### src/rtl/knap_pkg.sv
// ----------------------------------------------------------------------------
// knap_pkg
// Shared definitions for the knapsack stream evaluator:
//   - default parameter values
//   - FSM state encoding
//   - sat_add(): saturating add of a zero-extended coefficient into an
//     accumulator of runtime-selected width, reporting whether it clamped
// ----------------------------------------------------------------------------
package knap_pkg;

  localparam int DEF_N_ITEMS = 14;
  localparam int DEF_N_COST  = 2;
  localparam int DEF_COEF_W  = 8;
  localparam int DEF_ACC_W   = 12;

  // Working width of sat_add; accumulators must be narrower than this.
  localparam int SAT_W = 48;

  typedef enum logic [1:0] {
    S_IDLE  = 2'd0,
    S_ACCUM = 2'd1,
    S_DONE  = 2'd2
  } state_t;

  typedef struct packed {
    logic             sat;
    logic [SAT_W-1:0] sum;
  } sat_res_t;

  // acc and coef arrive zero-extended to SAT_W; the result is clamped to
  // 2**acc_w-1. acc never exceeds that limit, so the SAT_W+1 bit sum cannot wrap.
  function automatic sat_res_t sat_add(input logic [SAT_W-1:0] acc,
                                       input logic [SAT_W-1:0] coef,
                                       input int unsigned      acc_w);
    logic [SAT_W:0] sum;
    logic [SAT_W:0] lim;
    sat_res_t       res;
    sum     = {1'b0, acc} + {1'b0, coef};
    lim     = ((SAT_W+1)'(1) << acc_w) - (SAT_W+1)'(1);
    res.sat = (sum > lim);
    res.sum = res.sat ? lim[SAT_W-1:0] : sum[SAT_W-1:0];
    return res;
  endfunction

endpackage

### src/rtl/knap_sat_acc.sv
// ----------------------------------------------------------------------------
// knap_sat_acc
// One saturating accumulator with a sticky clamp flag.
// Ports:
//   clk, rst   clock, synchronous active-high reset
//   i_clr      clear sum and sticky flag (start of an evaluation)
//   i_en       add i_coef into the sum this cycle
//   i_coef     COEF_W coefficient, zero-extended before the add
//   o_sum      ACC_W saturated running sum
//   o_sat      set once any add has clamped since the last clear
// ----------------------------------------------------------------------------
module knap_sat_acc
  import knap_pkg::*;
#(
  parameter int ACC_W  = DEF_ACC_W,
  parameter int COEF_W = DEF_COEF_W
) (
  input  logic              clk,
  input  logic              rst,
  input  logic              i_clr,
  input  logic              i_en,
  input  logic [COEF_W-1:0] i_coef,
  output logic [ACC_W-1:0]  o_sum,
  output logic              o_sat
);

  logic [ACC_W-1:0]       r_sum;
  logic                   r_sat;
  sat_res_t               w_res;
  logic [SAT_W-ACC_W-1:0] w_unused_hi;

  assign w_res       = sat_add(SAT_W'(r_sum), SAT_W'(i_coef), ACC_W);
  // Always zero: the clamp keeps the result within ACC_W bits.
  assign w_unused_hi = w_res.sum[SAT_W-1:ACC_W];

  // NOTE: state registers use non-blocking assignments so every flop samples
  // the pre-edge values regardless of process ordering.
  always_ff @(posedge clk) begin
    if (rst || i_clr) begin
      r_sum <= '0;
      r_sat <= 1'b0;
    end else if (i_en) begin
      r_sum <= w_res.sum[ACC_W-1:0];
      r_sat <= r_sat | w_res.sat;
    end
  end

  assign o_sum = r_sum;
  assign o_sat = r_sat;

endmodule

### src/rtl/knap_stream_eval.sv
// ----------------------------------------------------------------------------
// knap_stream_eval
// Streams N_ITEMS candidate items, accumulates the value and N_COST costs of
// the selected ones with saturation, then reports totals and feasibility.
// Ports:
//   clk, rst                    clock, synchronous active-high reset
//   start                       begin an evaluation (IDLE only)
//   min_value, max_cost         thresholds, latched on an accepted start
//   item_valid/item_ready       item beat handshake (ready only in ACCUM)
//   item_sel                    1 = add this item, 0 = skip (still counted)
//   item_value, item_cost       item coefficients, cost dim d at [d*COEF_W +: COEF_W]
//   busy                        state != IDLE
//   res_valid/res_ready         result handshake (valid only in DONE)
//   res_feasible                value>=min, each cost<=cap, no cost clamped
//   res_value, res_cost, res_sat  saturated totals and any-clamp flag
// ----------------------------------------------------------------------------
module knap_stream_eval
  import knap_pkg::*;
#(
  parameter int N_ITEMS = DEF_N_ITEMS,
  parameter int N_COST  = DEF_N_COST,
  parameter int COEF_W  = DEF_COEF_W,
  parameter int ACC_W   = DEF_ACC_W
) (
  input  logic                     clk,
  input  logic                     rst,
  input  logic                     start,
  input  logic [ACC_W-1:0]         min_value,
  input  logic [N_COST*ACC_W-1:0]  max_cost,
  input  logic                     item_valid,
  output logic                     item_ready,
  input  logic                     item_sel,
  input  logic [COEF_W-1:0]        item_value,
  input  logic [N_COST*COEF_W-1:0] item_cost,
  output logic                     busy,
  output logic                     res_valid,
  input  logic                     res_ready,
  output logic                     res_feasible,
  output logic [ACC_W-1:0]         res_value,
  output logic [N_COST*ACC_W-1:0]  res_cost,
  output logic                     res_sat
);

  localparam int CNT_W = $clog2(N_ITEMS + 1);

  state_t                    r_state;
  state_t                    w_state_next;
  logic [CNT_W-1:0]          r_count;
  logic [ACC_W-1:0]          r_min;
  logic [N_COST*ACC_W-1:0]   r_cap;

  logic                      w_start_ok;
  logic                      w_accept;
  logic                      w_add;
  logic                      w_last;
  logic [ACC_W-1:0]          w_sum [N_COST+1];
  logic [N_COST:0]           w_sat;
  logic [N_COST-1:0]         w_cost_ok;

  assign w_start_ok = (r_state == S_IDLE) && start;
  assign w_accept   = (r_state == S_ACCUM) && item_valid;
  assign w_add      = w_accept && item_sel;
  assign w_last     = w_accept && (r_count == CNT_W'(N_ITEMS - 1));

  // ---------------- FSM ----------------
  always_ff @(posedge clk) begin
    if (rst) r_state <= S_IDLE;
    else     r_state <= w_state_next;
  end

  // NOTE: every output of this block is assigned a default first, so no path
  // leaves a signal unassigned and no latch is inferred.
  always_comb begin
    w_state_next = r_state;
    item_ready   = 1'b0;
    res_valid    = 1'b0;
    busy         = (r_state != S_IDLE);
    unique case (r_state)
      S_IDLE: begin
        if (start) w_state_next = S_ACCUM;
      end
      S_ACCUM: begin
        item_ready = 1'b1;
        if (w_last) w_state_next = S_DONE;
      end
      S_DONE: begin
        res_valid = 1'b1;
        // A start arriving in this cycle is seen by IDLE logic only next cycle.
        if (res_ready) w_state_next = S_IDLE;
      end
      default: w_state_next = S_IDLE;
    endcase
  end

  // ---------------- beat counter and thresholds ----------------
  always_ff @(posedge clk) begin
    if (rst) begin
      r_count <= '0;
      r_min   <= '0;
      r_cap   <= '0;
    end else if (w_start_ok) begin
      r_count <= '0;
      r_min   <= min_value;
      r_cap   <= max_cost;
    end else if (w_accept) begin
      r_count <= r_count + CNT_W'(1);
    end
  end

  // ---------------- accumulators: [0] value, [1..N_COST] costs ----------------
  for (genvar g = 0; g <= N_COST; g++) begin : g_acc
    logic [COEF_W-1:0] w_coef;
    if (g == 0) begin : g_val
      assign w_coef = item_value;
    end else begin : g_cost
      assign w_coef = item_cost[(g-1)*COEF_W +: COEF_W];
    end

    knap_sat_acc #(
      .ACC_W  (ACC_W),
      .COEF_W (COEF_W)
    ) u_acc (
      .clk    (clk),
      .rst    (rst),
      .i_clr  (w_start_ok),
      .i_en   (w_add),
      .i_coef (w_coef),
      .o_sum  (w_sum[g]),
      .o_sat  (w_sat[g])
    );
  end

  // ---------------- result ----------------
  for (genvar d = 0; d < N_COST; d++) begin : g_cmp
    assign res_cost[d*ACC_W +: ACC_W] = w_sum[d+1];
    // A clamped cost may read exactly equal to the cap, so the flag is checked too.
    assign w_cost_ok[d] = (w_sum[d+1] <= r_cap[d*ACC_W +: ACC_W]) && !w_sat[d+1];
  end

  assign res_value    = w_sum[0];
  assign res_sat      = |w_sat;
  // Value saturation alone does not make a selection infeasible.
  assign res_feasible = (r_state == S_DONE) && (w_sum[0] >= r_min) && (&w_cost_ok);

endmodule

### config.mk
export PLATFORM = sky130hd
export DESIGN_NAME = knap_stream_eval
export DESIGN_NICKNAME = d
export VERILOG_FILES = /design/src/rtl/knap_pkg.sv /design/src/rtl/knap_sat_acc.sv /design/src/rtl/knap_stream_eval.sv
export SDC_FILE = /design/constraint.sdc
export NUM_CORES = 1
export LEC_CHECK = 0
export ABC_AREA = 1
export BUFFER_PORTS_ARGS = -buffer_cell sky130_fd_sc_hd__clkbuf_2
export CAP_MARGIN = 20
export CORE_MARGIN = 1
export CORE_UTILIZATION = 55
export CTS_CLUSTER_SIZE = 25
export DETAILED_ROUTE_END_ITERATION = 16
export MAX_ROUTING_LAYER = met4
export PLACE_DENSITY = 0.8
export SETUP_SLACK_MARGIN = 0.3
export SYNTH_ARGS = -nofsm -noshare
export SYNTH_HDL_FRONTEND = slang
export SYNTH_SLANG_ARGS = --single-unit
### constraint.sdc
create_clock -name clk -period 2.1 [get_ports clk]
set_clock_uncertainty 0.1 [all_clocks]
set_input_delay 0.105 -clock clk [delete_from_list [all_inputs] [get_ports clk]]
set_output_delay 0.105 -clock clk [all_outputs]
set_load 0.05 [all_outputs]
==> flow_metrics.py <==
metrics = {
    "status": {
        "violations": "setup timing",
        "status": "complete, but fails checks",
    },
    "cells_and_area": {
        "finalNonFillerCells": 1050,
        "layout.nets": 1047,
        "syn2layout_area_growth_pct": 42.33,
        "antenna_cells": 0,
        "fillCellCount": 600,
        "post-route-util": 0.8054,
        "drive_gt1_frac": 0.3431,
        "stdcell_area_sq_um": 7442,
    },
    "timing": {
        "holdWs_ps": 32.94,
        "setup_ws_ps": -27.52,
        "fmax_mhz": 470.0,
        "slew-limit-headroom": 0.6402,
        "period_minus_slack_ps": 2128,
        "hold_viol": 0,
        "final-setup-viol-count": 1,
        "rsz0062_at_grt": "yes",
        "period_share": 1.013,
        "slew_violations": 0,
        "tightestPinTransition_ps": 535.6,
    },
    "clock_network": {
        "clock_sinks": 81,
        "root_buffer": "clkbuf_8",
        "cts_tree": "yes",
        "clk_latency_ps": 360,
        "numCtsBuffers": 9,
        "cts_buffer_depth": 2,
        "htreeDepth": 3,
        "clk_pin_slew_ps": 90,
    },
    "worst_setup_path": {
        "crit_type": "reg -> out",
        "startpoint_type": "register",
        "crit_required_ps": 1890,
        "crit_path_end_kind": "output pin",
        "cp_data_arrival_time_ps": 1920,
        "crit_fanout": 2,
    },
    "logic_synthesis": {
        "synth_area_sq_um": 5229,
        "syn_nets": 876,
        "dominantRegCellSynth": "dfxtp_1",
        "synth_seq_cells": 81,
        "yosysTopAreaCell": "dfxtp_1",
        "yosys_warnings": 0,
        "synth_top_area_share": 0.3101,
        "synth.area.top_cells": "dfxtp_1 (31%), ha_1 (15%), nand2_1 (12%)",
        "synth-edff-count": 0,
        "synth.avg_cell_area_sq_um": 7.018,
        "synth-async-reset-ratio": 0,
        "yosys.cell_count.top_type": "nand2_1",
        "seq_area_frac_synth": 0.3101,
        "synthCells": 745,
        "ys_top_cells_by_count": "nand2_1 (161), inv_1 (120), dfxtp_1 (81)",
        "synth_cell_types": 37,
    },
    "worst_hold_path": {
        "hold_path.class": "in -> reg",
    },
    "floorplan": {
        "fp.dieH_microns": 99.51,
        "dieArea_sq_um": 9901,
        "rows": 35,
        "die_w_microns": 99.51,
        "num_io_pins": 107,
        "initial_core_util": 0.5659,
        "core_sq_um": 9240,
    },
    "placement": {
        "placed_area_sq_um": 6050,
        "port_buffers": 106,
        "dpl.cell_count": 970,
        "placement.setup.worst_slack_ps": 152.8,
        "place_congestion": 0.8618,
        "post-dp-hpwl_microns": 9822,
    },
    "detailed_routing": {
        "via_per_inst": 5.372,
        "drc_errors": 0,
        "drt_iter0_markers": 292,
        "dr.pass1.iters": 5,
        "vias": 5641,
        "wl_microns": 15870,
        "detail-route-antenna-nets": 0,
        "wl_per_cell_microns": 15.11,
    },
    "pwr": {
        "peakVddDrop_uv": 389.3,
        "p_leak_uw": 0.003541,
        "powerDensity_nw_per_um2": 497.8,
    },
    "global_route": {
        "grt_overflow": 0,
        "antenna_found_initial": 0,
        "grt_pass1_wl_microns": 24320,
        "grt_max_degree": 71,
        "grt_usage": 0.3171,
        "first_global_vias": 5493,
    },
    "job": {
        "cap_violations": 0,
    },
}
[metrics by stage]
| step | power [uW] | TNS, ps |
|---|---|---|
| floorplan | 2127 | 0 |
| global placement | 2302 | 0 |
| detailed placement | 2324 | 0 |
| CTS | 3607 | -45.69 |
| global route | 3870 | -134.2 |
| finish | 3705 | -27.52 |
[path summary, 6_finish.rpt]
path	from	to	slack, ps	cells past startpoint
setup / recovery	r_cap[19]$_SDFFE_PP0P_	res_feasible	-30	11
hold / removal	item_valid	r_count[0]$_SDFFE_PP0P_	30	5
setup reg to reg	g_acc[1].u_acc.o_sum[0]$_SDFFE_PP0P_	g_acc[1].u_acc.o_sum[4]$_SDFFE_PP0P_	170	12
hold reg to reg	g_acc[0].u_acc.o_sat$_SDFFE_PP0P_	g_acc[0].u_acc.o_sat$_SDFFE_PP0P_	370	2
[final cells by class]
class,count,area (sq um),area share
Clock buffer,13,191.4,0.02572
Clock inverter,3,18.77,0.002522
Inverter,122,460.4,0.06187
Multi-Input combinational cell,523,3687,0.4955
Sequential cell,81,1699,0.2283
Tap cell,129,161.4,0.02169
Timing Repair Buffer,179,1224,0.1644
[metal layers]
metal,vias to the layer above,track usage,wire length [microns]
li1,2764,-,-
met3,34,0.05130,734
met1,2648,0.3526,6447
met4,0,0.09276,335
met5,-,-,0
met2,195,0.5817,8349
[sequential cells by signal (all words and copies together) (netlist names)]
name               count
g_acc.u_acc.o_sum     36
r_cap                 24
r_min                 12
r_count                4
g_acc.u_acc.o_sat      3
r_state                2
[layout by cell type (no fill, tap or decap), drive strengths merged, types with 2 or more instances in the layout]
cell type and instances:
xnor2 12, and3 2, o21a 3, dfxtp 81, nand3b 2, a31oi 2, a211oi 33, buf 34
nor3 8, o21bai 6, nor2 85, ha 62, nand3 33, dlygate4sd3 39, clkbuf 119, a21boi 3
fa 3, inv 123, nand2 164, a21oi 63, o21ai 31, nand4 4, xor2 3
[cells by family after synthesis]
logic type / after synthesis / share of synthesized area
and+or+nand+nor: 301 / 0.2410
DFF: 81 / 0.3101
AOI/OAI and AO/OA: 142 / 0.1584
adders and majority gates: 65 / 0.1598
xor gates and xnor gates: 15 / 0.02513
buffers and inverters: 141 / 0.1055
[worst max-delay path, stage by stage (launching register included)]
cell and delay, ps:
dfxtp_1 330, inv_2 50, ha_4 270, nand2_1 60
inv_2 80, nand2_2 60, nor2_4 110, nand4_1 90
nand2_1 100, nand3_2 110, nor2_4 140, buf_8 160
[report_power, final]
group	internal [uW]	total, uW	switching, uW
Clock	606	1190	588
Combinational	365	876	511
Sequential	1600	1630	37.4
Total	2570	3700	1140
[timing repair]
action                     CTS  global route
resized for setup           55            80
pin swaps                   25            29
buffers inserted            13            12
hold endpoints to repair    37             2
hold buffers                37             2
setup endpoints to repair   27            55
(Power assumes the default switching activity.)
